[src/rtl/ram_responder.sv]
// ram_responder
//   Responder end of a valid/ready RAM request protocol. Each accepted request
//   is performed on an internal single-port register-array RAM and produces
//   exactly one response, in acceptance order, READ_LATENCY cycles later
//   (when the response FIFO is empty). Responses are buffered so the
//   initiator may back-pressure without loss.
//
//   Handshake semantics (both channels): a transfer happens on a rising clk
//   edge where valid and ready are both high. The request channel accepts on
//   req_valid & req_ready; the response channel pops on resp_valid &
//   resp_ready. While resp_valid is high and resp_ready is low, resp_valid,
//   resp_write, resp_rdata (and resp_err) hold stable.
//
// Parameters:
//   WIDTH         data word width
//   ADDR_WIDTH    request address width
//   DEPTH         implemented words (1..2**ADDR_WIDTH)
//   READ_LATENCY  accept-to-response latency, 1..3
//
// Ports:
//   clk, rst      clock, synchronous active-high reset
//   req_valid/req_ready/req_write/req_addr/req_wdata   request channel
//   resp_valid/resp_ready/resp_write/resp_rdata        response channel
//   resp_err      (only with RAM_RESP_ERR_EN) address was >= DEPTH
//   busy          any request in flight or any response buffered
//
// Optional feature macro: RAM_RESP_ERR_EN adds resp_err.

module ram_responder #(
    parameter int WIDTH        = 32,
    parameter int ADDR_WIDTH   = 4,
    parameter int DEPTH        = 16,
    parameter int READ_LATENCY = 1
) (
    input  logic                  clk,
    input  logic                  rst,
    input  logic                  req_valid,
    output logic                  req_ready,
    input  logic                  req_write,
    input  logic [ADDR_WIDTH-1:0] req_addr,
    input  logic [WIDTH-1:0]      req_wdata,
    output logic                  resp_valid,
    input  logic                  resp_ready,
    output logic                  resp_write,
    output logic [WIDTH-1:0]      resp_rdata,
`ifdef RAM_RESP_ERR_EN
    output logic                  resp_err,
`endif
    output logic                  busy
);

    // Capacity covers the latency pipeline plus enough FIFO slack to
    // sustain one request per cycle while responses are being popped.
    localparam int C  = READ_LATENCY + 2;
    localparam int PW = $clog2(C);
    localparam int CW = $clog2(C + 1);

    localparam logic [ADDR_WIDTH:0] DEPTH_L  = (ADDR_WIDTH + 1)'(DEPTH);
    localparam logic [PW-1:0]       PTR_LAST = PW'(C - 1);
    localparam logic [CW-1:0]       CAP      = CW'(C);

    logic [WIDTH-1:0] ram [0:DEPTH-1];

    // Stage 0 is the RAM output register; the remaining stages only delay.
    logic [WIDTH-1:0]        pipe_data [0:READ_LATENCY-1];
    logic [READ_LATENCY-1:0] pipe_valid;
    logic [READ_LATENCY-1:0] pipe_write;

    logic [WIDTH-1:0] fifo_data [0:C-1];
    logic [C-1:0]     fifo_write;
    logic [PW-1:0]    rd_ptr;
    logic [PW-1:0]    wr_ptr;
    logic [CW-1:0]    fifo_count;
    logic [CW-1:0]    occ;

`ifdef RAM_RESP_ERR_EN
    logic [READ_LATENCY-1:0] pipe_err;
    logic [C-1:0]            fifo_err;
`endif

    logic             accept;
    logic             pop;
    logic             push;
    logic             in_range;
    logic [WIDTH-1:0] rd_word;

    assign accept   = req_valid & req_ready;
    assign pop      = resp_valid & resp_ready;
    assign push     = pipe_valid[READ_LATENCY-1];
    assign in_range = ({1'b0, req_addr} < DEPTH_L);
    assign rd_word  = in_range ? ram[req_addr] : '0;

    // RAM array: no reset, contents survive rst. Out-of-range writes drop.
    always_ff @(posedge clk) begin
        if (accept && req_write && in_range) begin
            ram[req_addr] <= req_wdata;
        end
    end

    always_ff @(posedge clk) begin
        if (rst) begin
            pipe_valid <= '0;
            rd_ptr     <= '0;
            wr_ptr     <= '0;
            fifo_count <= '0;
            occ        <= '0;
        end else begin
            pipe_valid[0] <= accept;
            if (accept) begin
                pipe_write[0] <= req_write;
                pipe_data[0]  <= req_write ? req_wdata : rd_word;
`ifdef RAM_RESP_ERR_EN
                pipe_err[0]   <= ~in_range;
`endif
            end
            for (int i = 1; i < READ_LATENCY; i++) begin
                pipe_valid[i] <= pipe_valid[i-1];
                pipe_write[i] <= pipe_write[i-1];
                pipe_data[i]  <= pipe_data[i-1];
`ifdef RAM_RESP_ERR_EN
                pipe_err[i]   <= pipe_err[i-1];
`endif
            end

            // The occupancy limit guarantees a free FIFO slot for every push.
            if (push) begin
                fifo_data[wr_ptr]  <= pipe_data[READ_LATENCY-1];
                fifo_write[wr_ptr] <= pipe_write[READ_LATENCY-1];
`ifdef RAM_RESP_ERR_EN
                fifo_err[wr_ptr]   <= pipe_err[READ_LATENCY-1];
`endif
                wr_ptr <= (wr_ptr == PTR_LAST) ? '0 : wr_ptr + 1'b1;
            end
            if (pop) begin
                rd_ptr <= (rd_ptr == PTR_LAST) ? '0 : rd_ptr + 1'b1;
            end

            case ({push, pop})
                2'b10:   fifo_count <= fifo_count + 1'b1;
                2'b01:   fifo_count <= fifo_count - 1'b1;
                default: fifo_count <= fifo_count;
            endcase

            case ({accept, pop})
                2'b10:   occ <= occ + 1'b1;
                2'b01:   occ <= occ - 1'b1;
                default: occ <= occ;
            endcase
        end
    end

    // Outputs are gated by resp_valid so an empty FIFO shows zeros.
    assign resp_valid = (fifo_count != '0);
    assign resp_write = resp_valid & fifo_write[rd_ptr];
    assign resp_rdata = resp_valid ? fifo_data[rd_ptr] : '0;
`ifdef RAM_RESP_ERR_EN
    assign resp_err   = resp_valid & fifo_err[rd_ptr];
`endif
    assign req_ready  = (occ < CAP);
    assign busy       = (occ != '0);

endmodule

[config.mk]
export PLATFORM = sky130hd
export DESIGN_NAME = ram_responder
export DESIGN_NICKNAME = d
export VERILOG_FILES = /design/src/rtl/ram_responder.sv
export SDC_FILE = /design/constraint.sdc
export NUM_CORES = 1
export LEC_CHECK = 0
export BUFFER_PORTS_ARGS = -buffer_cell sky130_fd_sc_hd__buf_2
export CAP_MARGIN = 40
export CORE_MARGIN = 2
export CORE_UTILIZATION = 62
export CTS_CLUSTER_DIAMETER = 100
export CTS_CLUSTER_SIZE = 40
export DETAILED_ROUTE_END_ITERATION = 10
export PLACE_DENSITY_LB_ADDON = 0.15
export RECOVER_POWER = 25
export REMOVE_ABC_BUFFERS = 1
export SKIP_LAST_GASP = 1
export SLEW_MARGIN = 30
export SYNTH_ARGS = -nofsm -noshare
export SYNTH_HDL_FRONTEND = slang
export SYNTH_SLANG_ARGS = --single-unit
[constraint.sdc]
create_clock -name clk -period 9.6 [get_ports clk]
set_clock_uncertainty 0.05 [all_clocks]
set_input_delay 1.92 -clock clk [delete_from_list [all_inputs] [get_ports clk]]
set_output_delay 1.92 -clock clk [all_outputs]
set_load 0.005 [all_outputs]
== Word level (Yosys, flattened, before mapping) ==
Memory sizes are Yosys's and may differ from the RTL's. A register that Yosys moved wholly into a read port is not among the register bits.
Index checks and enable logic that the tools add are counted.
Word-level totals
  bits in registers: 13
  bits in writable memories: 640
  output and inout bits: 36
  word-level logic and storage cells: 59
  memories: 3
Cells by class
  $add $sub $neg: 6
  order comparisons: 4
  eq/ne operators: 6
  muxes and demuxes: 21
  bitwise operators: 4
  reductions and logical operators: 8
Memories
  ram: words 16, bits a word 32, read ports 1, clocked after memory_dff 0, wr ports 1, line 62  | logic [WIDTH-1:0] ram [0:DEPTH-1];
  fifo_data: words 3, bits a word 32, read ports 1, clocked after memory_dff 1, wr ports 1, line 69  | logic [WIDTH-1:0] fifo_data [0:C-1];
  pipe_data: words 1, bits a word 32, read ports 1, clocked after memory_dff 0, wr ports 1, line 65  | logic [WIDTH-1:0] pipe_data [0:READ_LATENCY-1];
Operator list (count)
  $mux W32: 2
  $mux W1: 10
  $add A2 B1 Y2 const B: 4
  $eq A2 B2 Y1 const B: 4
  $mux W2: 4
  $pmux W2 S2: 2
  $reduce_bool A2 Y1: 4
  $lt A2 B3 Y1 const B: 2
  $eq A2 B1 Y1 const B: 2
  $reduce_and A2 Y1: 2
  $sub A2 B1 Y2 const B: 2
  $and A1 B1 Y1: 3
  $bwmux W3: 1
  $bmux W1 S2: 1
  $demux W1 S2: 1
  $ge A2 B1 Y1 const B: 1
  $logic_and A1 B1 Y1: 2
  $lt A2 B2 Y1 const B: 1
  $not A1 Y1: 1

== Depth between registers and ports, before layout ==
Gate-level depths: netlist of run 1.
  word-level depth: 5
  mapped depth: 8

== Worst setup path after synthesis of run 1 ==
No wires, ideal clock.
  path type: input -> register
  start: in req_addr[1]
  end: mem ram[0][0], enable pin
  setup time: 0.461 ns
  arrival time: 5.087 ns
  setup slack: 4.002 ns
  stages: 6
  path through: buf_2 buf_6 buf_6 buf_6 or3b_4 nor3_1
RTL lines
  from (decl): line 40  | input logic [ADDR_WIDTH-1:0] req_addr,
  to (decl): line 62
Straight into the memory's write port.

== Final worst setup path of run 1 ==
  start: in req_addr[3]
  end: mem pipe_data[0][21] (data pin)
Between the ends
  cells in the longest elaborated chain, start to end: 2
RTL lines
  $mem_v2 Z16 W32
  $mux W32: line 111  | pipe_data[0] <= req_write ? req_wdata : rd_word;
  to (decl): line 65
Every way passes these cells.

==> results of run 1 <==
-- layout make-up --
class                   instances  area [sq um]  area share
repair buffers                113         797.0     0.02950
inverters                       4         15.01   0.0005557
clock inverters                 2         35.03    0.001297
well taps                     532         665.6     0.02464
multi-input cells             641          5390      0.1995
flip-flops and latches        655         19570      0.7242
clock buffers                  27         548.0     0.02028
-- registers in the layout (all words and copies together) (netlist names), named ones only --
name / count
ram: 512
fifo_data: 96
pipe_data: 32
fifo_write: 3
fifo_count: 2
occ: 2
rd_ptr: 2
wr_ptr: 2
pipe_valid: 1
pipe_write: 1
-- metal layers --
metal	track usage	vias to the layer above	share of wire
met5	0	-	0
met4	0.03673	0	0.013
met3	0.02917	37	0.064
met2	0.4002	386	0.49
met1	0.3605	6341	0.43
li1	-	5550	-
-- report_power, final --
| part | leakage [nW] | total, W | switching [W] | internal, W |
|---|---|---|---|---|
| Sequential | 5.91 | 0.00325 | 0.0000576 | 0.00319 |
| Combinational | 2.64 | 0.000467 | 0.000273 | 0.000194 |
| Clock | 0.281 | 0.00119 | 0.000774 | 0.000415 |
-- worst max-delay path by stage --
stage	endpoint	slack (ns)	cells after the start
2_1_floorplan	ram[1][0]$_DFFE_PP_	3.54	3
3_3_place_gp	pipe_data[0][21]$_DFFE_PP_	4.73	6
3_5_place_dp	pipe_data[0][21]$_DFFE_PP_	4.62	6
4_1_cts	pipe_data[0][21]$_DFFE_PP_	5.24	6
5_1_grt	pipe_data[0][14]$_DFFE_PP_	5.05	6
6_report	pipe_data[0][21]$_DFFE_PP_	5.21	6
-- kinds of logic (layout without fill, tap and decap cells) --
group | Yosys count | count (layout) | synth area share
and+or+nand+nor | 208 | 208 | 0.03892
DFF | 655 | 655 | 0.7730
buffers and inverters | 84 | 146 | 0.01993
adders and majority gates | 2 | 2 | 0.0009889
AOI/OAI and AO/OA | 184 | 184 | 0.04673
muxes | 243 | 243 | 0.1190
xor gates and xnor gates | 4 | 4 | 0.001385
-- critical path, cell delays in order --
cell and delay [ns]:
buf_6 0.55, buf_4 0.76, or3b_1 0.76, o22ai_1 0.19
nor3_1 0.26, a21oi_2 0.09
-- stage by stage --
| stage | utilization | hold slack, ns | instances |
|---|---|---|---|
| detailed placement | 0.6524 | 0.4334 | 1945 |
| global route | 0.6662 | 0.4735 | 1974 |
| floorplan | - | 0.3901 | 1300 |
| finish | 0.6662 | 0.4606 | 1974 |
| CTS | 0.6668 | 0.4628 | 1974 |
| global placement | 0.6468 | 0.4232 | 1936 |
-- layout by cell type (no fill, tap or decap), types with 2 or more instances in the layout --
cell       count
edfxtp_1     644
mux2i_1      197
nor2_1        74
a21oi_1       62
buf_2         55
o22ai_1       48
mux4_2        45
nor2b_1       32
buf_4         29
clkbuf_1      25
nand2_1       24
nor3_1        21
clkbuf_16     21
nand3_1       19
a2bb2oi_1     18
o21ai_0       16
a221oi_1      14
a211oi_1      14
nor2_4        13
dfxtp_1        9
a21oi_2        8
buf_16         7
inv_1          4
nor3_2         4
nand2b_1       3
or3_1          3
nand3b_1       2
or3b_1         2
o22ai_2        2
nor3b_2        2
xor2_1         2
xnor2_1        2
ha_1           2
dfxtp_4        2
==> results.py, run 1 <==
metrics = {
    "synth": {
        "avgSynthCellArea_sq_um": 18.33,
        "synth_top_area_cell": "edfxtp_1",
        "synth-edff-count": 644,
        "synth_area_leaders": "edfxtp_1, mux2i_1, mux4_2",
        "ys_top_cells_by_count": "edfxtp_1, mux2i_1, nor2_1",
        "post-synth-top-area-fraction": 0.7643,
        "ys.flop_type": "edfxtp_1",
        "netlist-cell-type-count": 40,
        "yosysMostFrequentCell": "edfxtp_1",
        "synth-seq-cells": 655,
        "yosysSeqAreaShare": 0.7730,
        "yosys_warnings": 0,
        "ys_async_sr_fraction": 0,
        "syn_inst": 1380,
        "syn-cell-area_sq_um": 25300,
    },
    "min_path": {
        "min_to": "occ[1]$_SDFFE_PP0P_",
        "min_from": "occ[1]$_SDFFE_PP0P_",
        "holdPathStages": 2,
        "min_path_type": "flip-flop to flip-flop",
    },
    "global_route": {
        "grt_pass1_wl_um": 75370,
        "antenna_found_initial": 0,
        "grt_pass1_vias": 12150,
        "grt-ovfl-total": 0,
        "grtUsageTotal": 0.2421,
        "grt_start_max_net_pins": 72,
    },
    "die": {
        "die_y_um": 206.0,
        "core-area_sq_um": 40550,
        "start_util": 0.6239,
        "row_count": 74,
        "ioPinCount": 77,
        "die_w_um": 206.0,
        "dieArea_sq_um": 42440,
    },
    "cts": {
        "ctsHoldBuffers": 0,
        "clk_path_buf_depth": 3,
        "clkSinkCount": 655,
        "post_cts_buffers": 0,
        "cts_resized": 0,
        "clock_latency_ns": 0.57,
        "root_buffer": "clkbuf_16",
        "cts_made_buffers": 20,
        "cts-htree-levels": 1,
        "clkTransAtPathRegs_ns": 0.13,
        "cts_tree": "done",
    },
    "drt": {
        "routed_wl_um": 50780,
        "vias_per_cell": 6.238,
        "routedWlPerCell_um": 25.72,
        "first_pass_iters": 5,
        "vias": 12314,
        "dr.first_iter.drc_count": 1439,
        "drtAntennaViolNets": 0,
        "remaining_drc_errors": 0,
    },
    "layout": {
        "fin_area_sq_um": 27020,
        "fillers": 2711,
        "syn2layout_area_growth_pct": 6.780,
        "num_antenna_cells": 0,
        "fin_nets": 1478,
        "drive_above_1_share": 0.1387,
    },
    "flow_run": {
        "cap_viol_max_count": 0,
    },
    "sta": {
        "finalCriticalPeriod_ns": 4.387,
        "tns_ns": 0,
        "tightest_slew_ns": 0.8540,
        "rsz0062_at_grt": "no",
        "hold_violations": 0,
        "setup_slack_ns": 5.213,
        "finalMaxSlewViolations": 0,
        "finalSetupViolCount": 0,
        "finalCritPeriodShare": 0.4570,
        "fmax_mhz": 227.9,
        "slew_headroom": 0.4307,
    },
    "placed_design": {
        "port_buffers": 76,
        "dp_slack_ns": 4.616,
        "place_congestion": 0.7624,
        "dp_hpwl_um": 29870,
        "place_area_sq_um": 26460,
    },
    "setup_path": {
        "r2r-end": "ram[4][23]$_DFFE_PP_",
        "reg2reg_depth": 5,
        "path_class": "primary input to flip-flop",
        "reg2reg_from": "occ[0]$_SDFFE_PP0P_",
        "crit_path_start": "req_addr[3]",
        "arrival_ns": 4.67,
        "required_ns": 9.88,
        "end_kind": "flip-flop",
        "critPathLaunchType": "primary input",
        "cp_max_fo": 63,
        "reg2reg_slack_ns": 6.80,
    },
    "power_and_ir_drop": {
        "p_per_area_nw_per_um2": 181.6,
        "power_w": 0.004906,
        "power.leakage_nw": 8.829,
        "peakVddDrop_mv": 0.1407,
    },
    "status": {
        "status": "finished clean",
    },
}
Power figures use the tool's default switching activity.
==> run 2, diff against run 1 <==
- clock period: 9.6 -> 4.4 ns (I/O delays scaled with it)
==> results.py, run 2 (synthesis gave the netlist of run 1 again) <==
metrics = {
    "status": {
        "status": "finished clean",
    },
    "setup_path": {
        "arrival_ns": 2.07,
        "path_class": "flip-flop to output port",
        "critPathLaunchType": "flip-flop",
        "cp_max_fo": 32,
        "end_kind": "output port",
        "required_ns": 3.47,
    },
    "drt": {
        "routed_wl_um": 51130,
        "routedWlPerCell_um": 25.75,
        "drtAntennaViolNets": 0,
        "vias_per_cell": 6.309,
        "vias": 12529,
        "remaining_drc_errors": 0,
        "dr.first_iter.drc_count": 1184,
        "first_pass_iters": 5,
    },
    "die": {
        "die_w_um": 206.0,
        "row_count": 74,
        "ioPinCount": 77,
        "die_y_um": 206.0,
        "dieArea_sq_um": 42440,
        "core-area_sq_um": 40550,
        "start_util": 0.6239,
    },
    "layout": {
        "fin_nets": 1487,
        "fillers": 2660,
        "reg_top3": "ram (512), fifo_data (96), pipe_data (32)",
        "largest_reg_flops": 512,
        "regMostFlops": "ram",
        "mostFrequentLayoutCells": "edfxtp_1, mux2i_1, nor2_1",
        "syn2layout_area_growth_pct": 7.141,
        "seq_area_sq_um": 19570,
        "multi_input_area_sq_um": 5381,
        "drive_above_1_share": 0.1432,
        "final_common_cell": "edfxtp_1",
    },
    "global_route": {
        "grtUsageTotal": 0.2443,
        "antenna_found_initial": 1,
        "grt_start_max_net_pins": 65,
        "grt_pass1_wl_um": 75170,
        "grt-ovfl-total": 0,
        "grt_pass1_vias": 11900,
    },
    "sta": {
        "rsz0062_at_grt": "no",
        "slew_headroom": 0.4176,
        "tightest_slew_ns": 0.8735,
        "fmax_mhz": 332.9,
        "finalCritPeriodShare": 0.6827,
        "finalCriticalPeriod_ns": 3.004,
        "finalMaxSlewViolations": 0,
        "setup_slack_ns": 1.396,
        "finalSetupViolCount": 0,
        "hold_violations": 0,
    },
    "power_and_ir_drop": {
        "p_switching_w": 0.002401,
        "combPwrFrac": 0.097,
        "p_seq_frac": 0.662,
        "swShare": 0.2243,
        "pwr-share-clk": 0.241,
        "peakVddDrop_mv": 0.3380,
        "power_w": 0.01071,
        "power.leakage_nw": 8.865,
        "p_int_w": 0.008305,
        "p_per_area_nw_per_um2": 394.9,
    },
    "placed_design": {
        "dp_hpwl_um": 30490,
        "place_congestion": 0.7823,
        "port_buffers": 76,
        "dp_slack_ns": 1.087,
    },
    "cts": {
        "cts_tree": "done",
        "ctsHoldBuffers": 0,
        "root_buffer": "clkbuf_16",
        "clock_latency_ns": 0.57,
        "cts_resized": 0,
        "post_cts_buffers": 0,
        "cts_made_buffers": 20,
        "cts-htree-levels": 1,
        "clkSinkCount": 655,
        "clk_path_buf_depth": 3,
        "clkTransAtPathRegs_ns": 0.13,
    },
    "flow_run": {
        "cap_viol_max_count": 0,
    },
    "min_path": {
        "min_path_type": "flip-flop to flip-flop",
    },
}
run 2: per-stage QoR:
step,utilization,hold WS (ns),cells,TNS [ns],area [sq um]
finish,0.6685,0.4394,1986,0,27110
global route,0.6685,0.4532,1986,0,27110
CTS,0.6686,0.4401,1984,0,27110
detailed placement,0.6540,0.4088,1953,0,26520
global placement,0.6539,0.3978,1953,0,26520
floorplan,-,0.3901,1300,-22.42,24810
run 2: worst paths after layout:
check	cells past startpoint	slack, ns	end	start
max	5	1.40	resp_rdata[28]	flip-flop
min	0	0.44	fifo_data[0][30]$_DFFE_PP_	pipe_data[0][30]$_DFFE_PP_
max reg2reg	5	1.86	ram[10][9]$_DFFE_PP_	occ[0]$_SDFFE_PP0P_
min reg2reg	0	0.44	fifo_data[0][30]$_DFFE_PP_	pipe_data[0][30]$_DFFE_PP_
run 2: final cells by class:
type / count / area share
Inverter: 4 / 0.0005539
Sequential cell: 655 / 0.7218
Multi-Input combinational cell: 641 / 0.1985
Clock buffer: 29 / 0.02049
Tap cell: 532 / 0.02455
Clock inverter: 2 / 0.001246
Antenna cell: 1 / 0.00009231
Timing Repair Buffer: 122 / 0.03277
run 2: worst max-delay path: stages, from the launching register on:
cell and delay (ns):
dfxtp_4 0.75, mux2i_1 0.29, nor2_1 0.08, a21oi_1 0.14, nor2_1 0.08, buf_2 0.15
run 2: metal layers:
layer	wire length (um)	vias up	track usage	share of wire
li1	-	5567	-	-
met1	21450	6442	0.3562	0.42
met2	25350	471	0.4129	0.50
met3	3479	49	0.02381	0.068
met4	851	0	0.04439	0.017
met5	0	-	0	0
run 2: power by group through the flow:
| stage | Combinational [W] | Sequential, W | Clock [W] |
|---|---|---|---|
| 2_1_floorplan | 0.000560 | 0.00718 | 0 |
| 4_1_cts | 0.00105 | 0.00708 | 0.00263 |
| 6_report | 0.00104 | 0.00708 | 0.00258 |
| 3_3_place_gp | 0.00103 | 0.00722 | 0 |
| 5_1_grt | 0.00115 | 0.00710 | 0.00281 |
| 3_5_place_dp | 0.00105 | 0.00723 | 0 |
